**config.mk**
```make
export PLATFORM = sky130hd
export DESIGN_NAME = writeback_trace_buffer
export DESIGN_NICKNAME = d
export VERILOG_FILES = /design/src/rtl/wbtrace_pkg.sv /design/src/rtl/sync_fifo.sv /design/src/rtl/writeback_trace_buffer.sv
export SDC_FILE = /design/constraint.sdc
export NUM_CORES = 1
export LEC_CHECK = 0
export CORE_ASPECT_RATIO = 2
export CORE_UTILIZATION = 50
export CTS_BUF_LIST = sky130_fd_sc_hd__clkbuf_8 sky130_fd_sc_hd__clkbuf_16
export CTS_CLUSTER_DIAMETER = 80
export CTS_CLUSTER_SIZE = 8
export DETAILED_ROUTE_END_ITERATION = 7
export PLACE_DENSITY = 0.71
export SYNTH_ARGS = -nofsm -noshare
export SYNTH_HDL_FRONTEND = slang
export SYNTH_SLANG_ARGS = --single-unit
```
**constraint.sdc**
```tcl
create_clock -name clock -period 7.66 [get_ports clock]
set_clock_uncertainty 0.2 [all_clocks]
set_input_delay 0.766 -clock clock [delete_from_list [all_inputs] [get_ports clock]]
set_output_delay 0.766 -clock clock [all_outputs]
set_load 0.05 [all_outputs]
```
**src/rtl/wbtrace_pkg.sv**
```systemverilog
// Shared widths and the default trace-entry layout for the writeback trace buffer.
package wbtrace_pkg;

  localparam int REG_W       = 5;
  localparam int DATA_W      = 32;
  localparam int DROP_CNT_W  = 16;
  localparam int CYCLE_W_DEF = 16;

  typedef struct packed {
    logic [CYCLE_W_DEF-1:0] cycle;
    logic [REG_W-1:0]       wreg;
    logic [DATA_W-1:0]      data;
  } trace_entry_t;

endpackage

```
**src/rtl/sync_fifo.sv**
```systemverilog
// Generic synchronous show-ahead FIFO: rd_data always presents the head entry.
// The caller guarantees push only when not full (or popping) and pop only when not empty.
module sync_fifo #(
  parameter int WIDTH = 8,
  parameter int DEPTH = 16
) (
  input  logic                   clock,
  input  logic                   reset,
  input  logic                   push,
  input  logic                   pop,
  input  logic [WIDTH-1:0]       wr_data,
  output logic [WIDTH-1:0]       rd_data,
  output logic [$clog2(DEPTH):0] count,
  output logic                   full,
  output logic                   empty
);

  localparam int PTR_W = $clog2(DEPTH);
  localparam int CNT_W = PTR_W + 1;

  logic [WIDTH-1:0] mem [DEPTH];
  logic [PTR_W-1:0] wr_ptr;
  logic [PTR_W-1:0] rd_ptr;

  // Storage carries no reset; stale contents are never visible because count gates them.
  always_ff @(posedge clock) begin
    if (!reset && push) begin
      mem[wr_ptr] <= wr_data;
    end
  end

  always_ff @(posedge clock) begin
    if (reset) begin
      wr_ptr <= '0;
      rd_ptr <= '0;
      count  <= '0;
    end else begin
      if (push) wr_ptr <= wr_ptr + PTR_W'(1);
      if (pop)  rd_ptr <= rd_ptr + PTR_W'(1);
      case ({push, pop})
        2'b10:   count <= count + CNT_W'(1);
        2'b01:   count <= count - CNT_W'(1);
        default: count <= count;
      endcase
    end
  end

  assign rd_data = mem[rd_ptr];
  assign full    = (count == CNT_W'(DEPTH));
  assign empty   = (count == '0);

endmodule

```
**src/rtl/writeback_trace_buffer.sv**
```systemverilog
// Timestamps regfile writes and queues them as {cycle, reg, data} for a ready/valid consumer.
// Optional macro WBTRACE_DROP_CNT_EN adds drop_count and trace_include_x0.
module writeback_trace_buffer
  import wbtrace_pkg::*;
#(
  parameter int DEPTH   = 16,
  parameter int CYCLE_W = 16
) (
  input  logic                   clock,
  input  logic                   reset,
  input  logic                   capture_en,
  input  logic                   ctrl_writeEnable,
  input  logic [REG_W-1:0]       ctrl_writeReg,
  input  logic [DATA_W-1:0]      data_writeReg,
  input  logic                   trace_ready,
  output logic                   trace_valid,
  output logic [CYCLE_W-1:0]     trace_cycle,
  output logic [REG_W-1:0]       trace_reg,
  output logic [DATA_W-1:0]      trace_data,
  output logic [$clog2(DEPTH):0] count,
  output logic                   full,
  output logic                   overflow
`ifdef WBTRACE_DROP_CNT_EN
  ,
  output logic [DROP_CNT_W-1:0]  drop_count,
  input  logic                   trace_include_x0
`endif
);

  typedef struct packed {
    logic [CYCLE_W-1:0] cycle;
    logic [REG_W-1:0]   wreg;
    logic [DATA_W-1:0]  data;
  } entry_t;

  logic [CYCLE_W-1:0] cycle_q;
  logic               capture;
  logic               push;
  logic               pop;
  logic               drop;
  logic               fifo_empty;
  entry_t             wr_entry;
  entry_t             head;

`ifdef WBTRACE_DROP_CNT_EN
  assign capture = capture_en && ctrl_writeEnable &&
                   ((ctrl_writeReg != '0) || trace_include_x0);
`else
  assign capture = capture_en && ctrl_writeEnable && (ctrl_writeReg != '0);
`endif

  // A pop frees the slot in the same edge, so a full FIFO can still accept a capture.
  assign pop  = trace_valid && trace_ready;
  assign push = capture && (!full || pop);
  assign drop = capture && full && !pop;

  assign wr_entry = '{cycle: cycle_q, wreg: ctrl_writeReg, data: data_writeReg};

  always_ff @(posedge clock) begin
    if (reset) begin
      cycle_q  <= '0;
      overflow <= 1'b0;
    end else begin
      cycle_q <= cycle_q + CYCLE_W'(1);
      if (drop) overflow <= 1'b1;
    end
  end

`ifdef WBTRACE_DROP_CNT_EN
  always_ff @(posedge clock) begin
    if (reset) begin
      drop_count <= '0;
    end else if (drop && (drop_count != '1)) begin
      drop_count <= drop_count + DROP_CNT_W'(1);
    end
  end
`endif

  sync_fifo #(
    .WIDTH($bits(entry_t)),
    .DEPTH(DEPTH)
  ) u_fifo (
    .clock   (clock),
    .reset   (reset),
    .push    (push),
    .pop     (pop),
    .wr_data (wr_entry),
    .rd_data (head),
    .count   (count),
    .full    (full),
    .empty   (fifo_empty)
  );

  // Head fields are forced to zero while empty so consumers never see stale storage.
  assign trace_valid = !fifo_empty;
  assign trace_cycle = trace_valid ? head.cycle : '0;
  assign trace_reg   = trace_valid ? head.wreg  : '0;
  assign trace_data  = trace_valid ? head.data  : '0;

endmodule

```
======== Yosys cells after proc, flatten, opt, wreduce, memory -nomap -nowiden ========
Memories as Yosys holds them, arrays and structs flattened. A register that Yosys moved wholly into a read port is not among the register bits.
Index checks and enable logic that the tools add are counted.
word-level totals
  RAM bits ................................ 848
  memories kept ........................... 1
  output and inout bits ................... 61
  input bits .............................. 42
  word-level logic and storage cells ...... 37
  bits in registers ....................... 30
operators by class
  add/sub/neg operators ................... 5
  reduce and logical (&&, ||, !) cells .... 15
  muxes and demuxes ....................... 8
  eq/ne operators ......................... 3
memory list
  name        depth  bits a word  rd ports  clocked after memory_dff  write ports  RTL line         source
  u_fifo.mem  16     53           1         1                         1            sync_fifo.sv:21  logic [WIDTH-1:0] mem [DEPTH];
operator list
  operator                 count
  $mux W32                 1
  $add A16 B1 Y16 const B  1
  $mux W16                 1
  $pmux W5 S2              1
  $add A4 B1 Y4 const B    2
  $mux W4                  2
  $logic_and A1 B1 Y1      7
  $add A5 B1 Y5 const B    1
  $eq A5 B5 Y1 const B     1
  $logic_not A5 Y1         1
  $mux W5                  1
  $reduce_bool A5 Y1       1
  $sub A5 B1 Y5 const B    1
  $logic_not A1 Y1         4
  $eq A2 B1 Y1 const B     1
  $eq A2 B2 Y1 const B     1
  $mux W1                  2
  $reduce_bool A2 Y1       1
  $logic_or A1 B1 Y1       1

======== Depth between registers and ports, before layout ========
  depth after elaboration ................. 8
  mapped depth ............................ 13

======== Hierarchy ========
Synthesis repeated with hierarchy kept, for this count alone.
unflattened totals
  cell total of the unflattened synthesis .. 1555
  area, all modules ....................... 33751.1 sq um
modules (own cells, without submodules)
  module                  times used  cells each  area each (sq um)  seq. area each (sq um)
  sync_fifo               1           1411        32638.8            25804.7
  writeback_trace_buffer  1           144         1112.3             340.3

======== Worst setup path before layout ========
OpenSTA, ideal clock, no wires.
  kind .................................... reg2reg
  start ................................... reg u_fifo.count[0]
  end ..................................... mem u_fifo.mem[0][0] in the netlist's numbering, enable pin
  cell stages (with the launch flop) ...... 7
  arrival ................................. 6.511 ns
  setup slack ............................. 0.354 ns
  clock period less this slack ............ 7.306 ns
  required time ........................... 6.865 ns
  path through ............................ dfxtp_1 -> or4_1 -> buf_6 -> nor2_2 -> or2_1 -> buf_4 -> nor4_1
between the ends
  cells in the longest elaborated chain, start to end .. 8
  elaborated cells on any way between the ends .. 10
RTL lines
  what                               RTL line                      source
  from (decl)                        sync_fifo.sv:13               output logic [$clog2(DEPTH):0] count,
  from (signal assigned)             sync_fifo.sv:41               2'b10: count <= count + CNT_W'(1);
  from (signal assigned)             sync_fifo.sv:42               2'b01: count <= count - CNT_W'(1);
  from (signal assigned)             sync_fifo.sv:43               default: count <= count;
  $logic_not A5 Y1                   sync_fifo.sv:50               assign empty = (count == '0);
  $logic_not A1 Y1                   writeback_trace_buffer.sv:95  assign trace_valid = !fifo_empty;
  $logic_and A1 B1 Y1                writeback_trace_buffer.sv:53  assign pop = trace_valid && trace_ready;
  $logic_or A1 B1 Y1 (*)             writeback_trace_buffer.sv:54  assign push = capture && (!full || pop);
  $logic_and A1 B1 Y1 (*)            writeback_trace_buffer.sv:54
  $logic_and A1 B1 Y1 (*)            sync_fifo.sv:27               if (!reset && push) begin
  $mux W1 (*)                        sync_fifo.sv:27
  $mux W1 (not written as such) (*)  sync_fifo.sv:28               mem[wr_ptr] <= wr_data;
  to (decl)                          sync_fifo.sv:21
Mark *: on every way between the ends. The rest lies on a longest branch, timed or not.

==> summary.md <==
| Metric | Value |
|---|---|
| Initial Utilization | `0.506` |
| Period utilization | `0.705` |
| Comb pwr share | `0.239` |
| Clk_lat worst skew | `670 ps` |
| Die width | `186 um` |
| Pint | `9.30 mW` |
| Syn Inst Count | `1512` |
| Sequential fraction of the synthesis area | `0.774` |
| Critical path arrival | `4430 ps` |
| WP data required | `6690 ps` |
| P_leak | `12.1 nW` |
| Finished Layout Cells | `2611` |
| Top-count cell post-synth | `edfxtp_1` |
| Setup bufs post-CTS | `0` |
| N_diodes | `0` |
| Reg clk slew, reported paths | `50 ps` |
| Fmax achieved | `185 MHz` |
| Cell types occupying the most area after synthesis | `edfxtp_1 (75%), mux4_2 (14%), dfxtp_1 (2.0%)` |
| Final Hold Fails | `0` |
| Syn avg cell area | `22.3 um2` |
| Max-cap viol count | `0` |
| CTS Sinks | `882` |
| Sw Share | `0.293` |
| Post-synth net total | `1565` |
| Yosys cell types | `45` |
| Via Count | `16167` |
| Setup violators final | `0` |
| DR DRC count | `0` |
| Die Ht | `369 um` |
| Synth top cells by count | `edfxtp_1 (848), mux4_2 (211), nor3_1 (64)` |
| CTS H-tree lvls | `3` |
| Die area | `0.0686 mm2` |
| Worst-path maximum fanout | `59` |
| Hold/Removal Path Class | `flop to flop` |
| Clock Tree Buf Depth | `3` |
| Drt wl/cell | `28.5 um` |
| Core ar. | `0.0667 mm2` |
| Critical Path Start Type | `flop` |
| IO Port Bufs | `102` |
| Io pins | `103` |
| Clock power frac | `0.348` |
| Post-synth ARST share | `0` |
| Design Power | `13.2 mW` |
| PwrDens | `337 mW/mm2` |
| Slew margin rel. | `0.250` |
| Status | `complete, no violations` |
| Number of synthesized register bits | `882` |
| WS Path Type | `flop to primary output` |
| Num CTS Buffers | `120` |
| Std-Cell Rows | `134` |
| CTS tree | `yes` |
| Drt first pass iters | `5` |
| Crit end category | `primary output` |
| Post-CTS sizing | `0` |
| Fin crit period | `5400 ps` |
| Final Slew Violations | `0` |
| Placed cell count | `2449` |
| Grt ovf | `0` |
| Initial antenna violation count | `0` |
| Crit-path slowest cell | `dfxtp_4` |
| Hold slack | `277 ps` |
| RSZ-0062 raised after global routing | `no` |
| Routed Antenna Nets | `0` |
| GP Congestion | `0.726` |
| WL final | `74.4 mm` |
| Synthesized cell area | `0.0338 mm2` |
| Largest stage delay, worst path | `910 ps` |
| Total track usage | `0.225` |
| Cells along the critical path | `buf_4, mux4_2, mux2i_1, nor3_1, a221o_1, clkdlybuf4s50_1` |
| Post-synth EDFFs | `848` |
| Worst Tran Pin Value | `1120 ps` |
| Final setup TNS | `0 ps` |
| Top cell type's share of synthesized area | `0.754` |
| Via density | `6.19` |
| # nets final | `1740` |
| Post-synth top flop | `edfxtp_1` |
| DPL Wire Length | `37.4 mm` |
| Clock root cell | `clkbuf_16` |
| Seq pwr share | `0.413` |
| Synth Warn # | `0` |
| Area Growth Syn to Fin | `15.8%` |
| Largest net degree at the start of global routing | `90` |
| Synth area leader | `edfxtp_1` |
| Vias in the first global route | `17666` |
| Iteration-0 DRC Markers | `1218` |
| Fraction of layout cells with a size suffix above 1 | `0.232` |
| Switch Pwr | `3.86 mW` |
| Worst vdd ir | `0.264 mV` |
| Hold_buf cts | `0` |
| Fill count | `4795` |
| First-pass GRT wire length | `111 mm` |
-- power by group through the flow --
stage / registers (mW) / logic, mW / clock network [mW]
after detailed placement: 5.53 / 3.16 / 0
after floorplan: 5.46 / 2.20 / 0
after global routing: 5.45 / 3.29 / 4.83
after global placement: 5.53 / 3.14 / 0
final: 5.44 / 3.14 / 4.58
after CTS: 5.44 / 3.18 / 4.65
-- final cells by class --
type,count,area [um2],share of cell area
Sequential cell,882,26200,0.669
Clock inverter,41,185,0.00474
Inverter,10,37.5,0.000960
Multi-Input combinational cell,532,7210,0.184
Tap cell,884,1110,0.0283
Clock buffer,121,3030,0.0775
Timing Repair Buffer,141,1360,0.0349
-- placed cells by master (no fill, tap or decap), types with 3 or more instances in the layout --
| cell | n |
|---|---|
| dfxtp_1 | 30 |
| dfxtp_4 | 3 |
| clkdlybuf4s50_1 | 102 |
| inv_1 | 46 |
| nand3_1 | 5 |
| mux4_2 | 211 |
| nor3_2 | 12 |
| nand4_1 | 7 |
| nand2b_1 | 10 |
| clkbuf_16 | 121 |
| nor3_1 | 52 |
| a21oi_1 | 12 |
| mux2i_1 | 57 |
| nor2_1 | 33 |
| edfxtp_1 | 848 |
| nand2_1 | 6 |
| or3_1 | 7 |
| o21ai_0 | 10 |
| xor2_1 | 14 |
| buf_4 | 35 |
| buf_12 | 4 |
| a221o_1 | 52 |
| ha_1 | 10 |
| or4_1 | 3 |
| nor4_2 | 4 |
| o211ai_1 | 3 |
-- stage by stage --
step	utilization	worst slack, ps	cell area (um2)
floorplan	-	354	33800
global placement	0.538	2020	35900
detailed placement	0.538	1950	35900
CTS	0.586	2220	39100
global route	0.586	2200	39100
finish	0.586	2260	39100
-- path summary, 6_finish.rpt --
kind / from / endpoint / slack, ps / depth (start not counted)
max reg2reg: u_fifo.count[0] / u_fifo.count[4] / 3360 / 10
max: flop / trace_data[10] / 2260 / 6
min reg2reg: overflow / overflow / 280 / 2
min: overflow / overflow / 280 / 2
-- state kept, by name, summed over array words and instances, names as in the netlist, named ones only --
name,count
u_fifo.mem,848
cycle_q,16
u_fifo.count,5
u_fifo.wr_ptr,4
overflow,1
u_fifo.rd_ptr,4
-- metal layers --
layer,track usage,part of all wire,vias up
li1,-,-,6735
met5,0,0,-
met2,0.402,0.55,640
met3,0.0316,0.057,131
met1,0.274,0.37,8661
met4,0.0846,0.026,0
-- cell families after synthesis --
| kind of cell | count (synthesis) | synth area share |
|---|---|---|
| DFF | 882 | 0.774 |
| muxes | 270 | 0.158 |
| and+or+nand+nor | 155 | 0.0243 |
| buffers and inverters | 98 | 0.0145 |
| AOI/OAI and AO/OA | 81 | 0.0202 |
| xor gates and xnor gates | 15 | 0.00389 |
| adders and majority gates | 11 | 0.00430 |
-- worst max-delay path: cells and delay by family, from the launching register on --
kind                   cells  cell delay (ps)
AOI/OAI and AO/OA          1              250
buffers and inverters      2             1660
DFF                        1              910
muxes                      2              430
and+or+nand+nor            1              410
Power figures use the tool's default switching activity.
